### src/rtl/sb_pkg.sv
// Shared constants and state encoding for the sideband serial-to-parallel receiver.
package sb_pkg;

  localparam int SB_PKT_W   = 64;
  localparam int SB_GAP_MIN = 32;

  typedef enum logic [1:0] {
    SB_IDLE  = 2'd0,
    SB_SHIFT = 2'd1,
    SB_GAP   = 2'd2
  } sb_deser_state_e;

endpackage

### src/rtl/sb_rx_deser.sv
// Sideband serial receiver: LSB-first deserializer with an output register and a one-entry skid.
// Define SB_DESER_GAP_CHECK_EN to build in the inter-packet gap tracker and o_gap_err.
module sb_rx_deser
  import sb_pkg::*;
#(
  parameter int PKT_W   = SB_PKT_W,
  parameter int GAP_MIN = SB_GAP_MIN
) (
  input  logic             i_clk,
  input  logic             i_rst_n,
  input  logic             i_ser_data,
  input  logic             i_ser_valid,
  input  logic             i_de_ser_done_sampled,
  output logic [PKT_W-1:0] o_deser_data,
  output logic             o_de_ser_done,
  output logic             o_busy,
  output logic             o_frame_err,
  output logic             o_overrun_err,
  output logic             o_gap_err
);

  localparam logic [6:0] LAST_CNT = 7'(PKT_W - 1);

  sb_deser_state_e  state_q, state_d;
  logic [6:0]       cnt_q, cnt_d;
  logic [PKT_W-2:0] shift_q, shift_d;
  logic [PKT_W-1:0] shift_in;
  logic             complete;

  logic             frame_err_q, frame_err_d;
  logic             overrun_err_q, overrun_err_d;

  logic [PKT_W-1:0] out_data_q, out_data_d;
  logic             out_valid_q, out_valid_d;
  logic             pend_q, pend_d;
  logic [PKT_W-1:0] skid_data_q, skid_data_d;
  logic             skid_valid_q, skid_valid_d;
  logic             ack;

`ifdef SB_DESER_GAP_CHECK_EN
  localparam int GAP_W = $clog2(GAP_MIN + 1);
  localparam logic [GAP_W-1:0] GAP_LAST = GAP_W'(GAP_MIN - 1);

  logic [GAP_W-1:0] gap_cnt_q, gap_cnt_d;
  logic             gap_err_q, gap_err_d;
`endif

  // The newest bit enters at the top, so the first bit ends up in bit 0.
  assign shift_in = {i_ser_data, shift_q};

  always_comb begin
    state_d     = state_q;
    cnt_d       = cnt_q;
    shift_d     = shift_q;
    complete    = 1'b0;
    frame_err_d = 1'b0;
`ifdef SB_DESER_GAP_CHECK_EN
    gap_cnt_d   = '0;
    gap_err_d   = 1'b0;
`endif

    case (state_q)
      SB_IDLE: begin
        if (i_ser_valid) begin
          shift_d = shift_in[PKT_W-1:1];
          cnt_d   = 7'd1;
          state_d = SB_SHIFT;
        end
      end

      SB_SHIFT: begin
        if (i_ser_valid) begin
          shift_d = shift_in[PKT_W-1:1];
          if (cnt_q == LAST_CNT) begin
            cnt_d    = 7'd0;
            complete = 1'b1;
`ifdef SB_DESER_GAP_CHECK_EN
            state_d  = SB_GAP;
`else
            state_d  = SB_IDLE;
`endif
          end else begin
            cnt_d = cnt_q + 7'd1;
          end
        end else begin
          frame_err_d = 1'b1;
          cnt_d       = 7'd0;
          shift_d     = '0;
          state_d     = SB_IDLE;
        end
      end

`ifdef SB_DESER_GAP_CHECK_EN
      // An early restart is flagged but still taken as bit 0 of the next packet.
      SB_GAP: begin
        if (i_ser_valid) begin
          gap_err_d = 1'b1;
          shift_d   = shift_in[PKT_W-1:1];
          cnt_d     = 7'd1;
          state_d   = SB_SHIFT;
        end else if (gap_cnt_q == GAP_LAST) begin
          state_d = SB_IDLE;
        end else begin
          gap_cnt_d = gap_cnt_q + 1'b1;
        end
      end
`endif

      default: begin
        state_d = SB_IDLE;
        cnt_d   = 7'd0;
      end
    endcase
  end

  assign ack = i_de_ser_done_sampled & out_valid_q;

  // An ack always opens a one-cycle bubble; pend_q marks a packet parked in the output during it.
  always_comb begin
    out_data_d    = out_data_q;
    out_valid_d   = out_valid_q;
    pend_d        = 1'b0;
    skid_data_d   = skid_data_q;
    skid_valid_d  = skid_valid_q;
    overrun_err_d = 1'b0;

    if (pend_q) begin
      out_valid_d = 1'b1;
    end

    if (ack) begin
      out_valid_d = 1'b0;
      if (skid_valid_q) begin
        out_data_d   = skid_data_q;
        pend_d       = 1'b1;
        skid_valid_d = complete;
        if (complete) begin
          skid_data_d = shift_in;
        end
      end else if (complete) begin
        out_data_d = shift_in;
        pend_d     = 1'b1;
      end
    end else if (complete) begin
      if (!out_valid_q && !pend_q) begin
        out_data_d  = shift_in;
        out_valid_d = 1'b1;
      end else if (!skid_valid_q) begin
        skid_data_d  = shift_in;
        skid_valid_d = 1'b1;
      end else begin
        overrun_err_d = 1'b1;
      end
    end
  end

  always_ff @(posedge i_clk or negedge i_rst_n) begin
    if (!i_rst_n) begin
      state_q       <= SB_IDLE;
      cnt_q         <= 7'd0;
      shift_q       <= '0;
      frame_err_q   <= 1'b0;
      overrun_err_q <= 1'b0;
      out_data_q    <= '0;
      out_valid_q   <= 1'b0;
      pend_q        <= 1'b0;
      skid_data_q   <= '0;
      skid_valid_q  <= 1'b0;
    end else begin
      state_q       <= state_d;
      cnt_q         <= cnt_d;
      shift_q       <= shift_d;
      frame_err_q   <= frame_err_d;
      overrun_err_q <= overrun_err_d;
      out_data_q    <= out_data_d;
      out_valid_q   <= out_valid_d;
      pend_q        <= pend_d;
      skid_data_q   <= skid_data_d;
      skid_valid_q  <= skid_valid_d;
    end
  end

`ifdef SB_DESER_GAP_CHECK_EN
  always_ff @(posedge i_clk or negedge i_rst_n) begin
    if (!i_rst_n) begin
      gap_cnt_q <= '0;
      gap_err_q <= 1'b0;
    end else begin
      gap_cnt_q <= gap_cnt_d;
      gap_err_q <= gap_err_d;
    end
  end

  assign o_gap_err = gap_err_q;
`else
  assign o_gap_err = 1'b0;
`endif

  assign o_deser_data  = out_data_q;
  assign o_de_ser_done = out_valid_q;
  assign o_busy        = (state_q != SB_IDLE);
  assign o_frame_err   = frame_err_q;
  assign o_overrun_err = overrun_err_q;

endmodule

### config.mk
export PLATFORM = sky130hd
export DESIGN_NAME = sb_rx_deser
export DESIGN_NICKNAME = d
export VERILOG_FILES = /design/src/rtl/sb_pkg.sv /design/src/rtl/sb_rx_deser.sv
export SDC_FILE = /design/constraint.sdc
export NUM_CORES = 1
export LEC_CHECK = 0
export BUFFER_PORTS_ARGS = -buffer_cell sky130_fd_sc_hd__buf_2
export CAP_MARGIN = 20
export CORE_UTILIZATION = 50
export DETAILED_ROUTE_END_ITERATION = 16
export GPL_ROUTABILITY_DRIVEN = 0
export HOLD_SLACK_MARGIN = 0.1
export PLACE_DENSITY = 0.69
export SETUP_SLACK_MARGIN = 0.02
export SKIP_CTS_REPAIR_TIMING = 1
export SLEW_MARGIN = 20
export SYNTH_ARGS = -nofsm -noshare
export SYNTH_HDL_FRONTEND = slang
export SYNTH_SLANG_ARGS = --single-unit
### constraint.sdc
create_clock -name i_clk -period 2.8 [get_ports i_clk]
set_input_delay 0.56 -clock i_clk [delete_from_list [all_inputs] [get_ports i_clk]]
set_output_delay 0.56 -clock i_clk [all_outputs]
set_load 0.01 [all_outputs]
==> metrics.md, run 1 <==
| Metric | Value |
|---|---|
| # setup viols final | 0 |
| Adder-Cell Fraction of Synth Area | 0.00143 |
| Achievable Freq | 0.398 GHz |
| DP Wirelength | slightly below 9 mm |
| CTS tree | built |
| First DRT Iteration DRCs | between 200 and 300 |
| R2R Setup Slk | 290 ps |
| Ys async rst share | 1.00 |
| Ant. Diodes | 0 |
| Crit path capture type | register |
| Post-synthesis mux area share | 0.248 |
| Via count | 5,118 |
| Crit-path cells | ha_1 -> nand3_1 -> nor4_2 -> o21ai_4 -> buf_12 -> mux2_1 |
| Critical path arrival | 2880 ps |
| Max_cap viols | 0 |
| Post-Synth Simple-Gate Area | 0.0864 |
| Hold Vio Cnt, Final | 0 |
| Slew Limit Headroom | 0.383 |
| Synth Cell Area | 8720 um^2 |
| Clk_skew | 10.4 ps |
| CP Class | reg -> reg |
| Worst path buffer plus inverter count | 1 |
| Register area share after synthesis | 0.585 |
| Post-synthesis compound-gate area fraction | 0.0499 |
| Synth-to-layout area growth | 15.0% |
| Setup TNS | 0 ps |
| Maximum clock path buffer count | 3 |
| Unique cell type count in the Yosys netlist | 32 |
| Syn Nets | 678 |
| Filler cells | about 1.4k |
| CP required | 3170 ps |
| CP startpoint | cnt_q[0]$_DFFE_PN0P_ |
| Final worst path period share | 0.898 |
| GR Util All Layers | 0.184 |
| Clock Pin Slew Worst Setup and Hold Paths | 60 ps |
| Vias per inst | 5.29 |
| Final #Nets | 740 |
| Post-route ant nets | 0 |
| Synth Flop Type | dfrtp_1 |
| Flops & latches, synth | between 200 and 250 |
| Power Density | 608 nW/um^2 |
| Cell with the largest stage delay on the worst path | nor4_2 |
| RSZ-0062 raised after global routing | no |
| Pin count of the biggest net entering global routing | 133 |
| Worst slew pin tran | 925 ps |
| Post-Place Worst Slack | 250 ps |
| Worst R2R Start | cnt_q[0]$_DFFE_PN0P_ |
| Status | finished clean |
| Chip height | roughly 130 um |
| Max Fanout on Critical Path | 41 |
| I/O pins | 74 |
| Commonest cells post-synth | 204 x dfrtp_1, 183 x mux2_2, 69 x nand2_1 |
| First-pass GRT wire length | between 20 and 30 mm |
| Worst Hold Class | in -> async |
| Largest family of logic cells by synthesized area | multiplexers |
| Final instance area | 10,000 um^2 |
| Synth top area cells | dfrtp_1 59%, mux2_2 24%, nand2b_1 4.5%, o21ai_0 3.8%, nand2_1 3.0% |
| CP Launch Type | register |
| Area after DPL | roughly 9300 um^2 |
| First drt pass iteration count | 5 |
| Post-synth EDFFs | 0 |
| Reg-to-Reg End | skid_data_q[7]$_DFFE_PN0P_ |
| Slowest stage delay, CP | 490 ps |
| Port bufs | 72 |
| Crit path max-delay family | simple AND/OR/NAND/NOR gates |
| Fin crit period | 2510 ps |
| Die X | 134 um |
| Worst Reg-to-Reg Cells | 6 |
| Avg Cell Area, Syn | 13.0 um^2 |
| Total die area | 18,000 um^2 |
| Initial antenna violation count | 0 |
| Setup WS post-layout | 287 ps |
| CTS Buf Count | 22 |
| Synth Area in XOR/XNOR | 0.00402 |
| Initial core utilization | 0.519 |
| Peak VDD IR | 0.459 mV |
| Syn. warnings | 0 |
| Fin. max-slew vios | 0 |
| P_leak | 5.02 nW |
| Share of the synthesized area in the top cell type | 0.585 |
| H-Tree Depth | 1 |
| Share of cells above drive strength 1 | 0.402 |
| Top-count cell post-synth | dfrtp_1 |
| Core Region | 16,800 um^2 |
| Root Buffer | clkbuf_16 |
| Worst-Skew Late Latency | 490 ps |
| Mapped Cells | 672 |
| Total congestion overflow | 0 |
| Vias in the first global route | 5,417 |
| WL per Instance | about 16 um |
| # rows | 47 |
| Biggest area consumer among synthesized cells | dfrtp_1 |
| Remaining DRCs | 0 |
| CTS sink cnt | 204 |
| Routed WL | 15.8 mm |
==> cells in the final DEF, fill, tap and decap left out, types with 2 or more instances in the layout <==
master / n
nand2b_1: 63
nand2_1: 69
buf_4: 4
a21oi_1: 2
o21a_1: 2
nor2_1: 4
dfrtp_1: 203
clkbuf_8: 4
nand3_1: 5
o21ai_0: 66
clkinv_2: 3
and3_1: 2
bufinv_16: 3
xnor2_1: 3
a32o_1: 2
buf_2: 70
nor2b_1: 2
clkbuf_1: 6
mux2_2: 183
clkbuf_16: 23
buf_12: 4
mux2_1: 9
==> state kept, by name (all words and copies together) (netlist names) <==
| name | flops |
|---|---|
| cnt_q | 7 |
| shift_q | 63 |
| pend_q | 1 |
| o_deser_data | 64 |
| o_overrun_err | 1 |
| state_q | 1 |
| o_de_ser_done | 1 |
| o_frame_err | 1 |
| skid_data_q | 64 |
| skid_valid_q | 1 |
==> power by group <==
group / total (W) / internal [W] / switching, W
clock: 0.00296 / 0.00185 / 0.00110
combinational: 0.000162 / 0.0000447 / 0.000117
sequential: 0.00298 / 0.00296 / 0.0000157
==> kinds of logic after synthesis <==
group / Yosys count
other: 1
AND/OR/NAND/NOR: 149
adder cells (fa/ha/maj): 1
buffers and inverters: 42
multiplexers: 192
XOR/XNOR: 4
AO/OA/AOI/OAI: 79
flip-flops: 204
==> metal layers <==
layer,GRT usage,wire length (um),vias to the layer above
met1,0.253,7490,2566
met4,0.0499,291,0
met5,0,0,-
met3,0.0287,551,27
met2,0.305,7480,67
li1,-,-,2458
==> final cells by class <==
type / count / area [um^2] / area share
Tap cell: 220 / 275 / 0.0274
Sequential cell: 204 / 5110 / 0.509
Clock buffer: 32 / 639 / 0.0637
Multi-Input combinational cell: 426 / 3420 / 0.341
Clock inverter: 6 / 105 / 0.0105
Timing Repair Buffer: 80 / 485 / 0.0484
==> how the worst max path moves through the flow <==
stage          depth (start not counted)  slack, ps                           end
2_1_floorplan                          6        580  o_deser_data[20]$_DFFE_PN0P_
3_5_place_dp                           6        250    skid_data_q[6]$_DFFE_PN0P_
5_1_grt                                6         40    skid_data_q[6]$_DFFE_PN0P_
3_3_place_gp                           5        300   skid_data_q[21]$_DFFE_PN0P_
4_1_cts                                6        270    skid_data_q[7]$_DFFE_PN0P_
6_report                               6        290    skid_data_q[7]$_DFFE_PN0P_
==> per-stage QoR <==
stage | cells | hold WS (ps) | power [W] | utilization
floorplan | 672 | 264 | 0.00310 | -
CTS | 968 | 125 | 0.00619 | 0.596
finish | 968 | 106 | 0.00610 | 0.596
detailed placement | 930 | 470 | 0.00320 | 0.552
global route | 968 | 133 | 0.00634 | 0.596
global placement | 930 | 465 | 0.00319 | 0.552
(Power assumes the default switching activity.)
==> run 2, diff against run 1 <==
PLACE_DENSITY = 0.71   (was 0.69)
clock period = 2.3 ns   (was 2.8 ns; I/O delays follow)
==> metrics.md, run 2 (synthesized netlist as in run 1, its figures left out) <==
| Metric | Value |
|---|---|
| Status | finished clean |
| Total die area | about 18,000 um^2 |
| Worst path buffer plus inverter count | 1 |
| GR Util All Layers | 0.188 |
| Power Density | 690 nW/um^2 |
| Max Fanout on Critical Path | 49 |
| Post-layout util | 0.594 |
| Hold Vio Cnt, Final | 0 |
| Inst Count DP | 938 |
| Crit path max-delay family | simple AND/OR/NAND/NOR gates |
| First DRT Iteration DRCs | 248 |
| Vias per inst | 5.38 |
| Setup TNS | 0 ps |
| Fin. max-slew vios | 0 |
| Clock Power Share | 0.444 |
| Met3 Resource Use GR | 0.0333 |
| Routed WL | 16.0 mm |
| Grt met2 use | 0.311 |
| Pin count of the biggest net entering global routing | 74 |
| # rows | 47 |
| Crit-path cells | ha_1 -> nand3_1 -> or4_4 -> a21oi_4 -> buf_12 -> mux2_2 |
| Crit path capture type | register |
| Vias in the first global route | 5,391 |
| Core Region | roughly 17,000 um^2 |
| # setup viols final | 0 |
| Initial antenna violation count | 0 |
| Cell with the largest stage delay on the worst path | or4_4 |
| Final worst path period share | 0.936 |
| CP required | 2660 ps |
| Most frequent cells in the layout | 203 x dfrtp_1, 183 x mux2_2, 70 x buf_2 |
| Slew Limit Headroom | 0.575 |
| WL per Instance | 16.5 um |
| CTS tree | built |
| Ant. Diodes | 0 |
| Sw Share | 0.214 |
| Final std cells w/o fill | 971 |
| CP Class | reg -> reg |
| Worst R2R Start | cnt_q[0]$_DFFE_PN0P_ |
| Final #Nets | approximately 750 |
| Combinational Power Share | 0.030 |
| CP startpoint | cnt_q[0]$_DFFE_PN0P_ |
| Power, Total | 0.00690 W |
| Port bufs | ~70 |
| Max_cap viols | 0 |
| Share of cells above drive strength 1 | 0.406 |
| Busiest grt layer | met2 |
| Commonest non-fill, non-tap cell in the layout | dfrtp_1 |
| Post-route ant nets | 0 |
| Worst slew pin tran | 637 ps |
| Clock Pin Slew Worst Setup and Hold Paths | 60 ps |
| CTS Buf Count | 21 |
| Die X | 134 um |
| Hold slack | between 200 and 250 ps |
| Register share of total power | 0.526 |
| Chip height | 134 um |
| Hold path start | i_ser_data |
| Worst Hold Class | in -> reg |
| H-Tree Depth | 1 |
| Initial core utilization | 0.519 |
| CTS sink cnt | 204 |
| CP Launch Type | register |
| Achievable Freq | 0.465 GHz |
| Fin crit period | about 2200 ps |
| Remaining DRCs | 0 |
| Critical path arrival | 2510 ps |
| RSZ-0062 raised after global routing | no |
| DP Wirelength | slightly below 10 mm |
| Slowest stage delay, CP | 460 ps |
| Worst-Skew Late Latency | approximately 490 ps |
| Clk_skew | roughly 14 ps |
| Pint | about 0.0054 W |
| P_leak | 5.00 nW |
| First-pass GRT wire length | 27.3 mm |
| Peak VDD IR | 0.420 mV |
| I/O pins | 74 |
| Met1 usage | 0.259 |
| Net switching power figure | ~0.0015 W |
| Synth-to-layout area growth | 14.6% |
| First drt pass iteration count | 4 |
| Via count | 5,222 |
| Root Buffer | clkbuf_16 |
| Total congestion overflow | 0 |
| Maximum clock path buffer count | 3 |
[run 2: changes by cell type in the layout (fill, tap and decap cells not counted)]
cell | before | now
bufinv_16 | 3 | 0
clkbuf_1 | 6 | 4
clkbuf_16 | 23 | 21
buf_12 | 4 | 7
dlygate4sd3_1 | 0 | 1
buf_4 | 4 | 10
clkinv_2 | 3 | 4
buf_6 | 1 | 0
[run 2: worst paths after layout]
kind,cells past startpoint,slack [ps],end
max in group asynchronous,3,1120,o_deser_data[16]$_DFFE_PN0P_
worst max-delay path,6,150,o_deser_data[3]$_DFFE_PN0P_
min in group asynchronous,2,480,skid_data_q[28]$_DFFE_PN0P_
worst min register to register,1,480,o_deser_data[22]$_DFFE_PN0P_
worst min-delay path,2,240,skid_data_q[63]$_DFFE_PN0P_
worst max register to register,6,150,o_deser_data[3]$_DFFE_PN0P_
[run 2: worst register-to-register path: stages, from the launching register on]
cell and delay [ps]:
dfrtp_1 400, ha_1 200, nand3_1 100, or4_4 460
a21oi_4 180, buf_12 280, mux2_2 410
[run 2: routing by layer]
layer  part of all wire  routed length, um
met5                  0                  0
met4              0.014                229
met3              0.041                652
met2               0.49               7810
met1               0.46               7340
[run 2: power by group through the flow]
stage               Combinational [W]  Clock [W]  Sequential [W]
CTS                          0.000211    0.00313         0.00363
global placement             0.000206          0         0.00369
detailed placement           0.000210          0         0.00369
global route                 0.000237    0.00330         0.00363
floorplan                   0.0000915          0         0.00369
finish                       0.000206    0.00306         0.00363
[run 2: area by class of cell]
| cell class | instances | area (um^2) |
|---|---|---|
| tap | 220 | 275 |
| clock buffer | 28 | 582 |
| fill | 1345 | 6830 |
| sequential | 204 | 5110 |
| timing repair buffer | 89 | 589 |
| clock inverter | 4 | 20.0 |
| multi-input combinational | 426 | 3420 |
[run 2: metrics by stage]
| step | setup slack, ps | cell area (um^2) |
|---|---|---|
| detailed placement | 147 | 9380 |
| finish | 148 | 9990 |
| floorplan | 81.7 | 8720 |
| CTS | 146 | 9980 |
| global placement | 196 | 9380 |
| global route | 39.5 | 9990 |
==> run 3, diff against run 2 <==
CORE_MARGIN = 2   (was default)
==> metrics.md, run 3 (synthesized netlist as in run 1, its figures left out) <==
| Metric | Value |
|---|---|
| CP required | 2660 ps |
| Initial antenna violation count | 0 |
| Reg-to-Reg End | o_deser_data[9]$_DFFE_PN0P_ |
| CP Class | reg -> reg |
| Ant. Diodes | 0 |
| Hold path start | i_ser_data |
| Cell with the largest stage delay on the worst path | or4_4 |
| Status | finished clean |
| Post-route ant nets | 0 |
| Power Density | 691 nW/um^2 |
| Clock Pin Slew Worst Setup and Hold Paths | 60 ps |
| CP Launch Type | register |
| Vias in the first global route | 5,339 |
| Worst-Skew Late Latency | 490 ps |
| Share of cells above drive strength 1 | 0.406 |
| Root Buffer | clkbuf_16 |
| CTS Buf Count | 21 |
| Crit path capture type | register |
| Worst R2R Start | cnt_q[0]$_DFFE_PN0P_ |
| Total congestion overflow | 0 |
| Achievable Freq | 0.463 GHz |
| Slew Limit Headroom | 0.451 |
| Port bufs | 72 |
| Peak VDD IR | 0.489 mV |
| CTS sink cnt | around 200 |
| GR Util All Layers | 0.178 |
| Setup crit end | o_deser_data[9]$_DFFE_PN0P_ |
| First drt pass iteration count | 5 |
| Routed WL | 15.8 mm |
| Total die area | 18,500 um^2 |
| First-pass GRT wire length | roughly 27 mm |
| Chip height | 136 um |
| Initial core utilization | 0.508 |
| R2R Setup Slk | ~140 ps |
| Via count | 5,159 |
| Maximum clock path buffer count | 3 |
| Vias per inst | 5.26 |
| DP Wirelength | just over 9 mm |
| Slowest stage delay, CP | about 460 ps |
| Crit-path cells | ha_1 -> nand3_1 -> or4_4 -> a21oi_4 -> buf_12 -> mux2_2 |
| First DRT Iteration DRCs | around 290 |
| Die X | about 140 um |
| RSZ-0062 raised after global routing | no |
| Synth-to-layout area growth | 14.9% |
| Worst Reg-to-Reg Cells | 6 |
| Post-layout util | 0.583 |
| Final instance area | ~10,000 um^2 |
| Remaining DRCs | 0 |
| Core Region | around 17,000 um^2 |
| Max Fanout on Critical Path | 41 |
| Area after DPL | ~9400 um^2 |
| CP startpoint | cnt_q[0]$_DFFE_PN0P_ |
| Final #Nets | 750 |
| Final worst path period share | 0.939 |
| H-Tree Depth | 1 |
| Commonest non-fill, non-tap cell in the layout | dfrtp_1 |
| I/O pins | 74 |
| Filler cells | 1,379 |
| Clk_skew | 18.8 ps |
| Most frequent cells in the layout | 203 x dfrtp_1, 183 x mux2_2, 70 x buf_2 |
| Fin. max-slew vios | 0 |
| # setup viols final | 0 |
| # rows | 48 |
| Setup TNS | 0 ps |
| Pin count of the biggest net entering global routing | 133 |
| Hold Vio Cnt, Final | 0 |
| WL per Instance | 16.1 um |
| Max_cap viols | 0 |
| Fin crit period | 2160 ps |
| P_leak | around 5 nW |
| Worst Hold Class | in -> reg |
| Worst slew pin tran | between 800 and 900 ps |
| Critical path arrival | 2520 ps |
| CTS tree | built |
run 3: worst min-delay path by stage:
| stage | slack (ps) | end | cells after the start |
|---|---|---|---|
| 6_report | 210 | shift_q[62]$_DFFE_PN0P_ | 3 |
| 5_1_grt | 220 | shift_q[62]$_DFFE_PN0P_ | 3 |
| 4_1_cts | -20 | cnt_q[0]$_DFFE_PN0P_ | 1 |
| 3_5_place_dp | 480 | skid_data_q[61]$_DFFE_PN0P_ | 1 |
| 3_3_place_gp | 470 | o_deser_data[22]$_DFFE_PN0P_ | 1 |
| 2_1_floorplan | 160 | cnt_q[0]$_DFFE_PN0P_ | 0 |
run 3: routing by layer:
layer | share of wire | wire length [um] | global-route usage
met4 | 0.017 | 263 | 0.0446
met3 | 0.038 | 599 | 0.0350
met2 | 0.49 | 7800 | 0.298
met1 | 0.45 | 7150 | 0.241
met5 | 0 | 0 | 0
run 3: stage by stage:
stage	instances	hold slack (ps)	worst slack [ps]	total power, W
2_1_floorplan	672	164	81.7	0.00378
4_1_cts	980	-15.5	139	0.00703
6_report	981	212	141	0.00692
3_5_place_dp	945	479	153	0.00390
5_1_grt	981	219	54.6	0.00721
3_3_place_gp	945	466	204	0.00389
run 3: area by class of cell:
| type | instances | area, um^2 | area share |
|---|---|---|---|
| Timing Repair Buffer | 91 | 596 | 0.0594 |
| Clock inverter | 4 | 23.8 | 0.00237 |
| Tap cell | 225 | 282 | 0.0281 |
| Clock buffer | 31 | 593 | 0.0592 |
| Multi-Input combinational cell | 426 | 3420 | 0.341 |
| Sequential cell | 204 | 5110 | 0.510 |
run 3: critical path, delay by kind of cell (launching register included):
kind / cells / cell delay, ps
mux: 1 / 370
simple gates: 2 / 560
flops: 1 / 400
fa+ha+maj: 1 / 210
compound gates: 1 / 200
buf+inv: 1 / 270
run 3: where the power goes:
group	switching [W]	total (W)	internal, W	leakage, nW
registers	0.0000194	0.00363	0.00361	2.84
clock network	0.00131	0.00309	0.00178	0.305
logic	0.000143	0.000203	0.0000603	1.87
total	0.00147	0.00692	0.00545	5.01
